**config.mk**
```make
export PLATFORM = sky130hd
export DESIGN_NAME = ahbl_trace_capture
export DESIGN_NICKNAME = d
export VERILOG_FILES = /design/src/rtl/ahbl_trace_pkg.sv /design/src/rtl/trace_fifo.sv /design/src/rtl/ahbl_trace_capture.sv
export SDC_FILE = /design/constraint.sdc
export NUM_CORES = 1
export LEC_CHECK = 0
export ABC_AREA = 1
export CORE_MARGIN = 5
export CORE_UTILIZATION = 30
export DETAILED_ROUTE_END_ITERATION = 8
export PLACE_DENSITY = 0.56
export RECOVER_POWER = 25
export SYNTH_ARGS = -nofsm -noshare
export SYNTH_HDL_FRONTEND = slang
export SYNTH_SLANG_ARGS = --single-unit
```
**constraint.sdc**
```tcl
create_clock -name clk_i -period 12 [get_ports clk_i]
set_input_delay 3.6 -clock clk_i [delete_from_list [all_inputs] [get_ports clk_i]]
set_output_delay 3.6 -clock clk_i [all_outputs]
set_load 0.03 [all_outputs]
```
**src/rtl/ahbl_trace_pkg.sv**
```systemverilog
// rtl/ahbl_trace_pkg.sv - shared encodings and widths for the AHB-Lite trace capture block
package ahbl_trace_pkg;

  typedef enum logic [1:0] {
    HTRANS_IDLE   = 2'b00,
    HTRANS_BUSY   = 2'b01,
    HTRANS_NONSEQ = 2'b10,
    HTRANS_SEQ    = 2'b11
  } htrans_e;

  typedef enum logic {
    CAP_IDLE = 1'b0,
    CAP_DATA = 1'b1
  } cap_state_e;

  localparam int ADDR_W = 32;
  localparam int DATA_W = 32;
  localparam int DROP_W = 8;

  function automatic logic [DROP_W-1:0] sat_inc(input logic [DROP_W-1:0] v);
    return (&v) ? v : v + 1'b1;
  endfunction

endpackage

```
**src/rtl/trace_fifo.sv**
```systemverilog
// rtl/trace_fifo.sv - synchronous first-word-fall-through record FIFO
module trace_fifo #(
  parameter int WIDTH = 8,
  parameter int DEPTH = 8
) (
  input  logic             clk,
  input  logic             rst,
  input  logic [WIDTH-1:0] s_tdata,
  input  logic             s_tvalid,
  output logic             s_tready,
  output logic [WIDTH-1:0] m_tdata,
  output logic             m_tvalid,
  input  logic             m_tready
);

  localparam int AW = $clog2(DEPTH);

  logic [WIDTH-1:0] mem [DEPTH];
  logic [AW-1:0]    wr_ptr;
  logic [AW-1:0]    rd_ptr;
  logic [AW:0]      count;
  logic             push;
  logic             pop;

  assign m_tvalid = (count != '0);
  assign pop      = m_tvalid & m_tready;
  // A pop on the same edge frees the slot, so a full FIFO can still take a push.
  assign s_tready = (count != (AW+1)'(DEPTH)) | pop;
  assign push     = s_tvalid & s_tready;
  assign m_tdata  = m_tvalid ? mem[rd_ptr] : '0;

  always_ff @(posedge clk or posedge rst) begin
    if (rst) begin
      wr_ptr <= '0;
      rd_ptr <= '0;
      count  <= '0;
    end else begin
      if (push) wr_ptr <= wr_ptr + 1'b1;
      if (pop)  rd_ptr <= rd_ptr + 1'b1;
      if (push && !pop)      count <= count + 1'b1;
      else if (!push && pop) count <= count - 1'b1;
    end
  end

  always_ff @(posedge clk) begin
    if (push) mem[wr_ptr] <= s_tdata;
  end

endmodule

```
**src/rtl/ahbl_trace_capture.sv**
```systemverilog
// rtl/ahbl_trace_capture.sv - passive AHB-Lite snooper that timestamps completed transfers into a FIFO
module ahbl_trace_capture
  import ahbl_trace_pkg::*;
#(
  parameter int DEPTH = 8,
  parameter int TS_W  = 16
) (
  input  logic              clk_i,
  input  logic              rst_i,
  input  logic              en_i,
  input  logic [31:0]       haddr_i,
  input  logic [1:0]        htrans_i,
  input  logic              hwrite_i,
  input  logic              hready_i,
  input  logic [31:0]       hwdata_i,
  input  logic [31:0]       hrdata_i,
  output logic              rec_valid_o,
  input  logic              rec_ready_i,
  output logic [31:0]       rec_addr_o,
  output logic [31:0]       rec_data_o,
  output logic              rec_write_o,
  output logic [TS_W-1:0]   rec_ts_o,
  output logic [7:0]        drop_cnt_o
);

  localparam int REC_W = ADDR_W + DATA_W + 1 + TS_W;

  cap_state_e        state;
  cap_state_e        state_nxt;
  logic              addr_phase;
  logic              push;
  logic              fifo_ready;
  logic [ADDR_W-1:0] pend_addr;
  logic              pend_write;
  logic [TS_W-1:0]   ts_cnt;
  logic [DROP_W-1:0] drop_cnt;
  logic [REC_W-1:0]  push_rec;
  logic [REC_W-1:0]  head_rec;

  assign addr_phase = ((htrans_i == HTRANS_NONSEQ) || (htrans_i == HTRANS_SEQ)) && hready_i && en_i;

  always_ff @(posedge clk_i or posedge rst_i) begin
    if (rst_i) state <= CAP_IDLE;
    else       state <= state_nxt;
  end

  // A completing data phase with a new address phase on the same edge stays in CAP_DATA.
  always_comb begin
    state_nxt = state;
    case (state)
      CAP_IDLE: if (addr_phase) state_nxt = CAP_DATA;
      CAP_DATA: if (hready_i && !addr_phase) state_nxt = CAP_IDLE;
      default:  state_nxt = CAP_IDLE;
    endcase
  end

  always_comb begin
    push = 1'b0;
    if (state == CAP_DATA && hready_i) push = 1'b1;
  end

  always_ff @(posedge clk_i or posedge rst_i) begin
    if (rst_i) begin
      pend_addr  <= '0;
      pend_write <= 1'b0;
    end else if (addr_phase) begin
      pend_addr  <= haddr_i;
      pend_write <= hwrite_i;
    end
  end

  always_ff @(posedge clk_i or posedge rst_i) begin
    if (rst_i) ts_cnt <= '0;
    else       ts_cnt <= ts_cnt + 1'b1;
  end

  always_ff @(posedge clk_i or posedge rst_i) begin
    if (rst_i)                  drop_cnt <= '0;
    else if (push && !fifo_ready) drop_cnt <= sat_inc(drop_cnt);
  end

  assign push_rec   = {pend_addr, (pend_write ? hwdata_i : hrdata_i), pend_write, ts_cnt};
  assign drop_cnt_o = drop_cnt;

  trace_fifo #(
    .WIDTH (REC_W),
    .DEPTH (DEPTH)
  ) u_fifo (
    .clk      (clk_i),
    .rst      (rst_i),
    .s_tdata  (push_rec),
    .s_tvalid (push),
    .s_tready (fifo_ready),
    .m_tdata  (head_rec),
    .m_tvalid (rec_valid_o),
    .m_tready (rec_ready_i)
  );

  assign {rec_addr_o, rec_data_o, rec_write_o, rec_ts_o} = head_rec;

endmodule

```
==> summary.md <==
| Metric | Value |
|---|---|
| CTS clk-pin slew, worst paths | 0.06 ns |
| PwrDens | 238.2 mW/mm^2 |
| Synth area leaders | edfxtp_1 (62%), nand2_1 (13%), inv_1 (6.1%), dfrtp_1 (5.4%), nand3_1 (5.4%) |
| Post-cts resize count | 0 |
| Reg2Reg Depth | 8 |
| Post-DR wirelength/cell | 16.62 um |
| Initial core utilization | 30.21% |
| Grt met2 use | 22.89% |
| GRT overflow | 0 |
| Synth cell types | 26 |
| Chip Height | 333.0 um |
| Highest clock rate | 119.5 MHz |
| Crit path cell chain | inv_6 > buf_4 > nand3_1 > nand3_1 > nand2_1 > nor2_1 > clkdlybuf4s50_1 |
| R2r startpoint | u_fifo.count[0] |
| Vias | 20219 |
| CTS tree | done |
| Ys Warns | 0 |
| WP buf/inv | 3 |
| H-tree level count | 3 |
| Largest delay share family, worst path | buffers and inverters |
| DIE AREA | 0.1109 sq mm |
| Yosys top cell by area | edfxtp_1 |
| Met1 Usage GRT | 18.47% |
| Design Area, Final | 0.03721 sq mm |
| Tcrit/Tclk final | 69.75% |
| Worst setup path start | u_fifo.rd_ptr[1] |
| R2R setup slack | 8.29 ns |
| I/O pin count | 194 |
| Maximum vdd drop | 0.2186 mV |
| Pleak | 15.99 nW |
| Worst Hold Endpoint | state |
| Crit. End Element | primary output |
| Max FO, Critical Path | 82 |
| Placed cell areas | 0.03459 sq mm |
| All-Layer GR Usage | 13.72% |
| Worst-margin pin slew | 1.175 ns |
| CTS Buf Count | 80 |
| Hold Crit Class | flop to flop |
| Fin Setup TNS | 0 ns |
| Clk buf depth | 3 |
| Final slew viol count | 0 |
| GR Util met3 | 2.712% |
| Arrival @ worst endpoint | 4.77 ns |
| Most frequent CP cell | nand3_1 |
| Worst hold start | state |
| ANT nets after route | 0 |
| Syn nets | 3186 |
| Site Rows | 118 |
| Worst endpoint required time | 8.40 ns |
| First-pass GRT wire length | 117300 um |
| # setup viols final | 0 |
| GRT busiest layer | met2 |
| Hpwl dp | 39450 um |
| Multi-input gate area | 0.007589 sq mm |
| Initial DRC count | 1192 |
| Vias in the first global route | 19470 |
| Die width | 333.0 um |
| Critical path's slowest cell | buf_4 |
| DRC | 0 |
| Kind of critical path | flop to primary output |
| Synth-to-Final Area Change | 18.87% |
| Core ar. | 0.1036 sq mm |
| Max-Slew Margin vs Limit | 21.66% |
| Worst-Skew Late Latency | 0.64 ns |
| RSZ-0062 raised after global routing | no |
| Tmin final | 8.370 ns |
| Post-synthesis register bit count | 716 |
| Hold-fix buffers at CTS | 0 |
| DR vias/cell | 4.317 |
| CTS Sinks | 716 |
| Worst setup SP type | flop |
| Register Area | 0.02117 sq mm |
| Largest net degree at the start of global routing | 192 |
| FF-to-FF End | u_fifo.mem[3][35] |
| CTS root buffer | clkbuf_16 |
| Sequential cell area fraction in the yosys report | 67.59% |
| Status | finished clean |
| Hold depth | 2 |
| Cell count after synthesis | 3074 |
| Initial antenna violation count | 6 |
| Final hold viol count | 0 |
| Avg Inst Size Synth | 10.18 sq um |
| Layout Nets | 3350 |
| Total power | 0.008863 W |
| Post-CTS Setup Inserts | 0 |
| Largest stage delay on the critical path | 1.00 ns |
| Max_cap viols | 0 |
| First-pass iteration count of the detailed router | 5 |
| Post-synth top area share | 62.16% |
| Layout cells sized above 1 | 7.147% |
| Fillers | 10162 |
| GPL Wtd Cong | 0.6957 |
| IO buf count | 192 |
| Clock Skew | 0.03078 ns |
| Post-synthesis cell area | 0.03131 sq mm |
| Final WL | 77860 um |
## Yosys cell counts, drive strengths merged
master / count
nand3: 339
buf: 120
nand2: 1065
clkbuf: 20
nand3b: 6
or2: 1
fa: 1
nand4: 2
nor3: 1
mux2: 65
inv: 512
a21oi: 1
dfrtp: 68
nor2: 196
o21ai: 6
ha: 7
edfxtp: 648
xnor2: 8
and2: 1
xor2: 7
## flip-flops by register name, summed over array words and instances, names as in the netlist
signal,flops
drop_cnt_o,8
pend_addr,32
pend_write,1
state,1
ts_cnt,16
u_fifo.count,4
u_fifo.mem,648
u_fifo.rd_ptr,3
u_fifo.wr_ptr,3
## tightest hold or removal path: stages, from the launching register on
cell,delay [ns]
dfrtp_1,0.37
inv_1,0.05
o21ai_0,0.07
## where the power goes
| group | internal [W] | switching, W | total (W) |
|---|---|---|---|
| registers | 0.00290 | 0.000150 | 0.00305 |
| clock network | 0.00145 | 0.000982 | 0.00243 |
| logic | 0.00110 | 0.00229 | 0.00338 |
## logic make-up (layout without fill, tap and decap cells)
group,after synthesis,after routing,synth area share [%]
buffers and inverters,652,880,8.401
adder cells (fa/ha/maj),8,8,0.3437
other,0,2,0
AO/OA/AOI/OAI,7,7,0.1119
XOR/XNOR,15,15,0.4197
AND/OR/NAND/NOR,1611,1611,20.79
multiplexers,65,65,2.338
flip-flops,716,716,67.59
## how the worst max path moves through the flow
| stage | endpoint | slack [ns] | cells past startpoint |
|---|---|---|---|
| finish | rec_data_o[3] | 3.63 | 7 |
| global route | rec_data_o[3] | 3.33 | 7 |
| CTS | rec_data_o[3] | 3.49 | 7 |
| detailed placement | rec_data_o[3] | 4.20 | 7 |
| global placement | rec_data_o[3] | 4.19 | 7 |
| floorplan | u_fifo.mem[0][0] | 4.05 | 6 |
## layer usage
metal,vias up,wire length (um),share of wire (%)
met5,-,0,0
met4,0,1455,1.9
met3,114,3862,5.0
met2,391,36430,47
met1,9624,36100,46
li1,10090,-,-
## placed cells by master, fill, tap and decap left out, types with 2 or more instances in the layout
cell,count
clkinv_2,16
inv_1,509
buf_4,29
xnor2_1,8
nand3b_1,6
mux2_2,65
clkinv_4,2
bufinv_16,5
clkbuf_1,20
clkinvlp_4,2
inv_6,2
xor2_1,7
nand2_1,1063
dfrtp_4,3
edfxtp_1,648
o21ai_0,6
clkbuf_8,11
diode_2,2
clkinv_1,5
nor2_1,187
nand3_1,338
clkinv_8,3
ha_1,7
clkbuf_16,83
dfrtp_1,64
nor2_4,8
nand4_1,2
clkdlybuf4s50_1,192
## layout make-up
type / instances / area share, %
diodes: 2 / 0.01345
clock buffers: 114 / 6.190
clock inverters: 32 / 0.8540
repair buffers: 222 / 5.803
multi-input cells: 1706 / 20.39
well taps: 1380 / 4.640
flip-flops and latches: 716 / 56.89
inverters: 512 / 5.215
## through the flow
stage	hold slack, ns	util [%]	setup slack, ns	std cells
floorplan	0.4970	-	4.048	3074
global placement	0.5158	33.37	4.190	4536
detailed placement	0.5257	33.37	4.196	4536
CTS	0.5350	35.90	3.487	4682
global route	0.5798	35.90	3.332	4682
finish	0.5409	35.91	3.631	4684
(Power assumes the default switching activity.)
